===== src/rtl/logic_axi4_stream_arbiter.sv =====
`default_nettype none
// ============================================================================
// logic_axi4_stream_arbiter - packet-locked round-robin merge of INPUTS
// AXI4-Stream requesters onto a single output link.          Rev 1.0
// ============================================================================
module logic_axi4_stream_arbiter #(
  parameter int INPUTS      = 2,
  parameter int TDATA_BYTES = 1,
  parameter int TDEST_WIDTH = 1,
  parameter int TUSER_WIDTH = 1,
  parameter int TID_WIDTH   = 1,
  parameter bit USE_TKEEP   = 1'b1,
  parameter bit USE_TSTRB   = 1'b1,
  parameter bit USE_TLAST   = 1'b1
) (
  input  logic                            aclk,
  input  logic                            areset_n,
  input  logic [INPUTS-1:0]               rx_tvalid,
  output logic [INPUTS-1:0]               rx_tready,
  input  logic [INPUTS*TDATA_BYTES*8-1:0] rx_tdata,
  input  logic [INPUTS*TDATA_BYTES-1:0]   rx_tkeep,
  input  logic [INPUTS*TDATA_BYTES-1:0]   rx_tstrb,
  input  logic [INPUTS-1:0]               rx_tlast,
  input  logic [INPUTS*TDEST_WIDTH-1:0]   rx_tdest,
  input  logic [INPUTS*TUSER_WIDTH-1:0]   rx_tuser,
  input  logic [INPUTS*TID_WIDTH-1:0]     rx_tid,
  output logic                            tx_tvalid,
  input  logic                            tx_tready,
  output logic [TDATA_BYTES*8-1:0]        tx_tdata,
  output logic [TDATA_BYTES-1:0]          tx_tkeep,
  output logic [TDATA_BYTES-1:0]          tx_tstrb,
  output logic                            tx_tlast,
  output logic [TDEST_WIDTH-1:0]          tx_tdest,
  output logic [TUSER_WIDTH-1:0]          tx_tuser,
  output logic [TID_WIDTH-1:0]            tx_tid,
  output logic [$clog2(INPUTS)-1:0]       grant,
  output logic                            busy
);

  localparam int DW = TDATA_BYTES * 8;
  localparam int KW = TDATA_BYTES;
  localparam int GW = $clog2(INPUTS);
  localparam logic [GW-1:0] LAST_IDX = GW'(INPUTS - 1);

  typedef enum logic [0:0] {
    IDLE   = 1'b0,
    LOCKED = 1'b1
  } state_t;

  state_t          state_q, state_d;
  logic [GW-1:0]   grant_q, grant_d;
  logic [GW-1:0]   ptr_q, ptr_d;

  logic            sel_valid;
  logic [DW-1:0]   sel_data;
  logic [KW-1:0]   sel_keep;
  logic [KW-1:0]   sel_strb;
  logic            sel_last;
  logic [TDEST_WIDTH-1:0] sel_dest;
  logic [TUSER_WIDTH-1:0] sel_user;
  logic [TID_WIDTH-1:0]   sel_id;

  logic            pick_hi_found;
  logic [GW-1:0]   pick_hi;
  logic [GW-1:0]   pick_lo;
  logic [GW-1:0]   pick;
  logic            pkt_end;

  // Payload always follows rx[grant_q] so tx never carries X, even in IDLE.
  always_comb begin
    sel_valid = rx_tvalid[0];
    sel_data  = rx_tdata[DW-1:0];
    sel_keep  = rx_tkeep[KW-1:0];
    sel_strb  = rx_tstrb[KW-1:0];
    sel_last  = rx_tlast[0];
    sel_dest  = rx_tdest[TDEST_WIDTH-1:0];
    sel_user  = rx_tuser[TUSER_WIDTH-1:0];
    sel_id    = rx_tid[TID_WIDTH-1:0];
    for (int i = 1; i < INPUTS; i++) begin
      if (grant_q == GW'(i)) begin
        sel_valid = rx_tvalid[i];
        sel_data  = rx_tdata[i*DW +: DW];
        sel_keep  = rx_tkeep[i*KW +: KW];
        sel_strb  = rx_tstrb[i*KW +: KW];
        sel_last  = rx_tlast[i];
        sel_dest  = rx_tdest[i*TDEST_WIDTH +: TDEST_WIDTH];
        sel_user  = rx_tuser[i*TUSER_WIDTH +: TUSER_WIDTH];
        sel_id    = rx_tid[i*TID_WIDTH +: TID_WIDTH];
      end
    end
  end

  // Round-robin: lowest requester at or above the pointer, else lowest overall.
  always_comb begin
    pick_hi_found = 1'b0;
    pick_hi       = '0;
    pick_lo       = '0;
    for (int i = INPUTS - 1; i >= 0; i--) begin
      if (rx_tvalid[i]) begin
        pick_lo = GW'(i);
        if (GW'(i) >= ptr_q) begin
          pick_hi       = GW'(i);
          pick_hi_found = 1'b1;
        end
      end
    end
    pick = pick_hi_found ? pick_hi : pick_lo;
  end

  always_comb begin
    state_d   = state_q;
    grant_d   = grant_q;
    ptr_d     = ptr_q;
    tx_tvalid = 1'b0;
    rx_tready = '0;
    pkt_end   = 1'b0;
    case (state_q)
      IDLE: begin
        if (|rx_tvalid) begin
          grant_d = pick;
          state_d = LOCKED;
        end
      end
      LOCKED: begin
        tx_tvalid = sel_valid;
        for (int i = 0; i < INPUTS; i++) begin
          rx_tready[i] = (grant_q == GW'(i)) && tx_tready;
        end
        pkt_end = sel_valid && tx_tready && (sel_last || !USE_TLAST);
        if (pkt_end) begin
          state_d = IDLE;
          ptr_d   = (grant_q == LAST_IDX) ? '0 : grant_q + 1'b1;
        end
      end
      default: state_d = IDLE;
    endcase
  end

  always_ff @(posedge aclk or negedge areset_n) begin
    if (!areset_n) begin
      state_q <= IDLE;
      grant_q <= '0;
      ptr_q   <= '0;
    end else begin
      state_q <= state_d;
      grant_q <= grant_d;
      ptr_q   <= ptr_d;
    end
  end

  // Disabled sideband reads as all-ones, the AXI4-Stream default.
  assign tx_tdata = sel_data;
  assign tx_tkeep = sel_keep | {KW{~USE_TKEEP}};
  assign tx_tstrb = sel_strb | {KW{~USE_TSTRB}};
  assign tx_tlast = sel_last;
  assign tx_tdest = sel_dest;
  assign tx_tuser = sel_user;
  assign tx_tid   = sel_id;
  assign busy     = (state_q == LOCKED);
  assign grant    = grant_q;

endmodule
`default_nettype wire

===== config.mk =====
export PLATFORM = sky130hd
export DESIGN_NAME = logic_axi4_stream_arbiter
export DESIGN_NICKNAME = d
export VERILOG_FILES = /design/src/rtl/logic_axi4_stream_arbiter.sv
export SDC_FILE = /design/constraint.sdc
export NUM_CORES = 1
export LEC_CHECK = 0
export CAP_MARGIN = 20
export CORE_MARGIN = 2
export CORE_UTILIZATION = 23
export CTS_BUF_LIST = sky130_fd_sc_hd__clkbuf_16
export CTS_CLUSTER_DIAMETER = 40
export DETAILED_ROUTE_END_ITERATION = 8
export PLACE_DENSITY = 0.76
export SLEW_MARGIN = 25
export SYNTH_ARGS = -nofsm -noshare
export SYNTH_HDL_FRONTEND = slang
export SYNTH_SLANG_ARGS = --single-unit

===== constraint.sdc =====
create_clock -name aclk -period 1.75 [get_ports aclk]
set_clock_uncertainty 0.2 [all_clocks]
set_input_delay 0.175 -clock aclk [delete_from_list [all_inputs] [get_ports aclk]]
set_output_delay 0.175 -clock aclk [all_outputs]
set_load 0.01 [all_outputs]

==> impl_metrics.prom <==
# TYPE chip_impl_metric gauge
chip_impl_metric{name="final_cell_area",unit="um2"} 973
chip_impl_metric{name="static_leakage_power",unit="nW"} 0.463
chip_impl_metric{name="cp_data_arrival_time",unit="ns"} 1.33
chip_impl_info{name="cp_slowest_cell",value="sky130_fd_sc_hd__clkdlybuf4s50_1"} 1
chip_impl_metric{name="grt_pass1_wl",unit="um"} 2300
chip_impl_metric{name="post_synth.cell_area_avg",unit="um2"} 10.9
chip_impl_metric{name="viasPerCell",unit=""} 4.52
chip_impl_metric{name="timing.critical_path.slowest_cell_delay",unit="ns"} 0.54
chip_impl_metric{name="path_depth",unit=""} 3
chip_impl_metric{name="power.share.clock",unit="%"} 28.4
chip_impl_metric{name="avgRoutedWirePerCell",unit="um"} 13.4
chip_impl_metric{name="via_count",unit=""} 511
chip_impl_metric{name="finalHoldWorstSlack",unit="ns"} 0.379
chip_impl_metric{name="critical_path_buf_inv_count",unit=""} 3
chip_impl_metric{name="max_cap_violations",unit=""} 0
chip_impl_metric{name="pin_count_of_the_biggest_net_entering_global_routing",unit=""} 14
chip_impl_metric{name="period_needed",unit="ns"} 1.71
chip_impl_metric{name="timing.final.setup_violations",unit=""} 0
chip_impl_metric{name="clock_insertion_delay_at_the_later_pin_of_the_skew_report",unit="ns"} 0.22
chip_impl_metric{name="cts-htree-levels",unit=""} 1
chip_impl_metric{name="post-route-drc-count",unit=""} 0
chip_impl_metric{name="drt_wl_total",unit="um"} 1510
chip_impl_metric{name="synthToLayoutAreaGrowth",unit="%"} 163
chip_impl_metric{name="netlist-cell-type-count",unit=""} 16
chip_impl_metric{name="numCtsBuffers",unit=""} 3
chip_impl_metric{name="synth_cells",unit=""} 34
chip_impl_metric{name="worst_ep_required_time",unit="ns"} 1.37
chip_impl_metric{name="die_h",unit="um"} 44.1
chip_impl_metric{name="power_report.internal_total",unit="uW"} 872
chip_impl_info{name="path_cells",value="buf_4 > buf_6 > clkdlybuf4s50_1"} 1
chip_impl_metric{name="worst_slew_pin_slew",unit="ns"} 0.197
chip_impl_metric{name="antenna_found_initial",unit=""} 0
chip_impl_metric{name="synth.area.mux_share",unit="%"} 52.4
chip_impl_metric{name="ctsLongestPathBuffers",unit=""} 2
chip_impl_metric{name="slew_headroom",unit="%"} 86.7
chip_impl_metric{name="die_area",unit="um2"} 1950
chip_impl_metric{name="clkSinkCount",unit=""} 3
chip_impl_metric{name="yosysWarningCount",unit=""} 0
chip_impl_metric{name="floorplan.initialDensity",unit="%"} 24.6
chip_impl_metric{name="synth.ff_latch_count",unit=""} 3
chip_impl_metric{name="ios",unit=""} 52
chip_impl_info{name="tritoncts",value="done"} 1
chip_impl_info{name="worstSetupEndpointType",value="output port"} 1
chip_impl_metric{name="groute.usage.overall",unit="%"} 16.3
chip_impl_metric{name="synth_fa_ha_area_share",unit="%"} 0
chip_impl_metric{name="nNetsFinal",unit=""} 131
chip_impl_metric{name="fraction_of_layout_cells_with_a_size_suffix_above_1",unit="%"} 44.3
chip_impl_info{name="clock_root_buffer",value="sky130_fd_sc_hd__clkbuf_16"} 1
chip_impl_metric{name="first_iter_violations",unit=""} 3
chip_impl_info{name="rsz_0062_raised_after_global_routing",value="no"} 1
chip_impl_info{name="synth_top_family_by_area",value="multiplexers"} 1
chip_impl_info{name="worst-setup-path-type",value="reg2out"} 1
chip_impl_metric{name="power-per-cell-area",unit="nW/um2"} 1300
chip_impl_metric{name="synth.cell_area",unit="um2"} 370
chip_impl_info{name="cp_top_family",value="buffers and inverters"} 1
chip_impl_metric{name="finalCritPeriodShare",unit="%"} 97.6
chip_impl_metric{name="area_fraction_in_and_or_nand_and_nor_cells_after_synthesis",unit="%"} 8.78
chip_impl_info{name="outcome",value="finished, final reports clean"} 1
chip_impl_metric{name="p_comb_share",unit="%"} 62.3
chip_impl_metric{name="rr_worst_depth",unit=""} 5
chip_impl_metric{name="synth_xor_xnor_area_share",unit="%"} 0
chip_impl_metric{name="critical_path_peak_fanout",unit=""} 7
chip_impl_metric{name="buffer_ports.inserted",unit=""} 51
chip_impl_metric{name="number_of_nets_with_antenna_violations_after_detailed_routing",unit=""} 0
chip_impl_metric{name="finalHoldViolCount",unit=""} 0
chip_impl_metric{name="sw_frac_of_total",unit="%"} 31.3
chip_impl_metric{name="first_global_vias",unit=""} 525
chip_impl_metric{name="floorplan.core_area",unit="um2"} 1510
chip_impl_metric{name="synth-compound-area-share",unit="%"} 11.5
chip_impl_metric{name="detail_route.first_pass.iterations",unit=""} 4
chip_impl_metric{name="synth.net_count",unit=""} 67
chip_impl_metric{name="gpl.final_weighted_congestion",unit=""} 0.736
chip_impl_metric{name="antenna_cells",unit=""} 0
chip_impl_metric{name="placementRows",unit=""} 14
chip_impl_metric{name="clk_pin_slew",unit="ns"} 0.03
chip_impl_metric{name="max-vdd-ir-drop",unit="uV"} 549
chip_impl_metric{name="gr-total-overflow",unit=""} 0
chip_impl_metric{name="final_slew_viol_count",unit=""} 0
chip_impl_metric{name="seq_area_frac_synth",unit="%"} 20.3
chip_impl_metric{name="highest_clock_frequency_the_design_can_meet",unit="GHz"} 0.585
chip_impl_metric{name="die_w",unit="um"} 44.1
chip_impl_metric{name="power.net_switching",unit="uW"} 397
chip_impl_metric{name="hold-path-cell-count",unit=""} 2
chip_impl_metric{name="place_area",unit="um2"} 943
chip_impl_info{name="timing.hold.worst.class",value="reg2reg"} 1
chip_impl_info{name="timing.critical_path.from_type",value="register"} 1
chip_impl_metric{name="post-dp-hpwl",unit="um"} 1210
chip_impl_metric{name="power.sequential.fraction",unit="%"} 9.3
final timing paths:
path | startpoint | to | slack, ns
min in group asynchronous | areset_n | grant$_DFFE_PN0P_ | 0.49
max in group asynchronous | areset_n | busy$_DFF_PN0_ | 0.72
worst min-delay path | ptr_q$_DFFE_PN0P_ | ptr_q$_DFFE_PN0P_ | 0.38
worst max-delay path | grant$_DFFE_PN0P_ | grant | 0.04
worst min register to register | ptr_q$_DFFE_PN0P_ | ptr_q$_DFFE_PN0P_ | 0.38
worst max register to register | grant$_DFFE_PN0P_ | busy$_DFF_PN0_ | 0.23
stage by stage:
| stage | power [mW] | setup TNS [ns] | utilization [%] | setup slack (ns) | cells |
|---|---|---|---|---|---|
| 4_1_cts | 1.33 | -0.0177 | 69.5 | -0.0177 | 113 |
| 5_1_grt | 1.33 | 0 | 64.6 | 0.00480 | 113 |
| 6_report | 1.27 | 0 | 64.6 | 0.0413 | 113 |
| 2_1_floorplan | 0.555 | 0 | - | 0.368 | 34 |
| 3_5_place_dp | 0.983 | -0.00595 | 62.6 | -0.00421 | 106 |
| 3_3_place_gp | 0.976 | 0 | 62.6 | 0.0125 | 106 |
cells in the mapped netlist:
library cell | n | share of area [%]
sky130_fd_sc_hd__mux2_2 | 7 | 21
sky130_fd_sc_hd__mux2_4 | 7 | 28
sky130_fd_sc_hd__dfrtp_1 | 3 | 20
sky130_fd_sc_hd__nand2_1 | 3 | 3.0
sky130_fd_sc_hd__a21oi_1 | 2 | 2.7
sky130_fd_sc_hd__buf_6 | 2 | 6.1
sky130_fd_sc_hd__a31oi_1 | 1 | 1.7
sky130_fd_sc_hd__a31oi_2 | 1 | 3.4
sky130_fd_sc_hd__a41oi_1 | 1 | 2.4
sky130_fd_sc_hd__and3_1 | 1 | 1.7
sky130_fd_sc_hd__inv_1 | 1 | 1.0
sky130_fd_sc_hd__mux2i_1 | 1 | 2.7
sky130_fd_sc_hd__nor2_1 | 1 | 1.0
sky130_fd_sc_hd__nor2_2 | 1 | 1.7
sky130_fd_sc_hd__nor3_1 | 1 | 1.4
sky130_fd_sc_hd__o21ai_0 | 1 | 1.4
logic make-up (layout without fill, tap and decap cells):
family	Yosys count	in the layout
muxes	15	15
DFF	3	3
buffers and inverters	3	66
AOI/OAI and AO/OA	6	6
and+or+nand+nor	7	7
sequential cells by signal, summed over array words and instances (netlist names):
signal  cells
busy        1
grant       1
ptr_q       1
per-layer routing:
metal / vias up / part of all wire [%] / track usage, % / wire [um]
li1: 252 / - / - / -
met1: 232 / 36 / 16.4 / 540
met2: 27 / 55 / 29.7 / 836
met3: 0 / 9.0 / 5.71 / 136
met4: 0 / 0 / 7.27 / 0
met5: - / 0 / 0 / 0
worst register-to-register path: stages, from the launching register on:
cell                      delay (ns)
sky130_fd_sc_hd__dfrtp_1        0.36
sky130_fd_sc_hd__buf_4          0.14
sky130_fd_sc_hd__buf_12         0.14
sky130_fd_sc_hd__mux2_4         0.30
sky130_fd_sc_hd__buf_4          0.13
sky130_fd_sc_hd__a31oi_2        0.16
what timing repair did:
action / CTS / global route
cloned: 0 / 0
pin swaps: 0 / 0
hold endpoints to repair: 3 / 0
setup endpoints to repair: 17 / 14
resized for setup: 38 / 14
hold buffers: 1 / 0
buffers inserted: 2 / 0
area by class of cell:
class                      count  area, um2
inverter                       1       3.75
tap                           16       20.0
timing repair buffer          61        527
sequential                     3       75.1
fill                         134        533
clock inverter                 1       3.75
clock buffer                   3       75.1
multi-input combinational     28        269
cells in the final DEF (no fill, tap or decap):
cell type                         count
sky130_fd_sc_hd__a21oi_1              2
sky130_fd_sc_hd__a31oi_1              1
sky130_fd_sc_hd__a31oi_2              1
sky130_fd_sc_hd__a41oi_1              1
sky130_fd_sc_hd__and3_1               1
sky130_fd_sc_hd__buf_12               1
sky130_fd_sc_hd__buf_2                4
sky130_fd_sc_hd__buf_4                7
sky130_fd_sc_hd__buf_6                1
sky130_fd_sc_hd__clkbuf_16            3
sky130_fd_sc_hd__clkbuf_2            11
sky130_fd_sc_hd__clkdlybuf4s50_1     34
sky130_fd_sc_hd__dfrtp_1              3
sky130_fd_sc_hd__dlygate4sd2_1        2
sky130_fd_sc_hd__dlygate4sd3_1        1
sky130_fd_sc_hd__inv_1                2
sky130_fd_sc_hd__mux2_2               7
sky130_fd_sc_hd__mux2_4               7
sky130_fd_sc_hd__mux2i_1              1
sky130_fd_sc_hd__nand2_1              3
sky130_fd_sc_hd__nor2_1               1
sky130_fd_sc_hd__nor2_2               1
sky130_fd_sc_hd__nor3_1               1
sky130_fd_sc_hd__o21ai_0              1
power by group through the flow:
| stage | combinational [mW] | sequential [mW] | clock [mW] |
|---|---|---|---|
| finish | 0.791 | 0.118 | 0.360 |
| global route | 0.839 | 0.121 | 0.373 |
| CTS | 0.852 | 0.117 | 0.365 |
| detailed placement | 0.858 | 0.125 | 0 |
| global placement | 0.851 | 0.125 | 0 |
| floorplan | 0.432 | 0.124 | 0 |
Power figures use the tool's default switching activity.
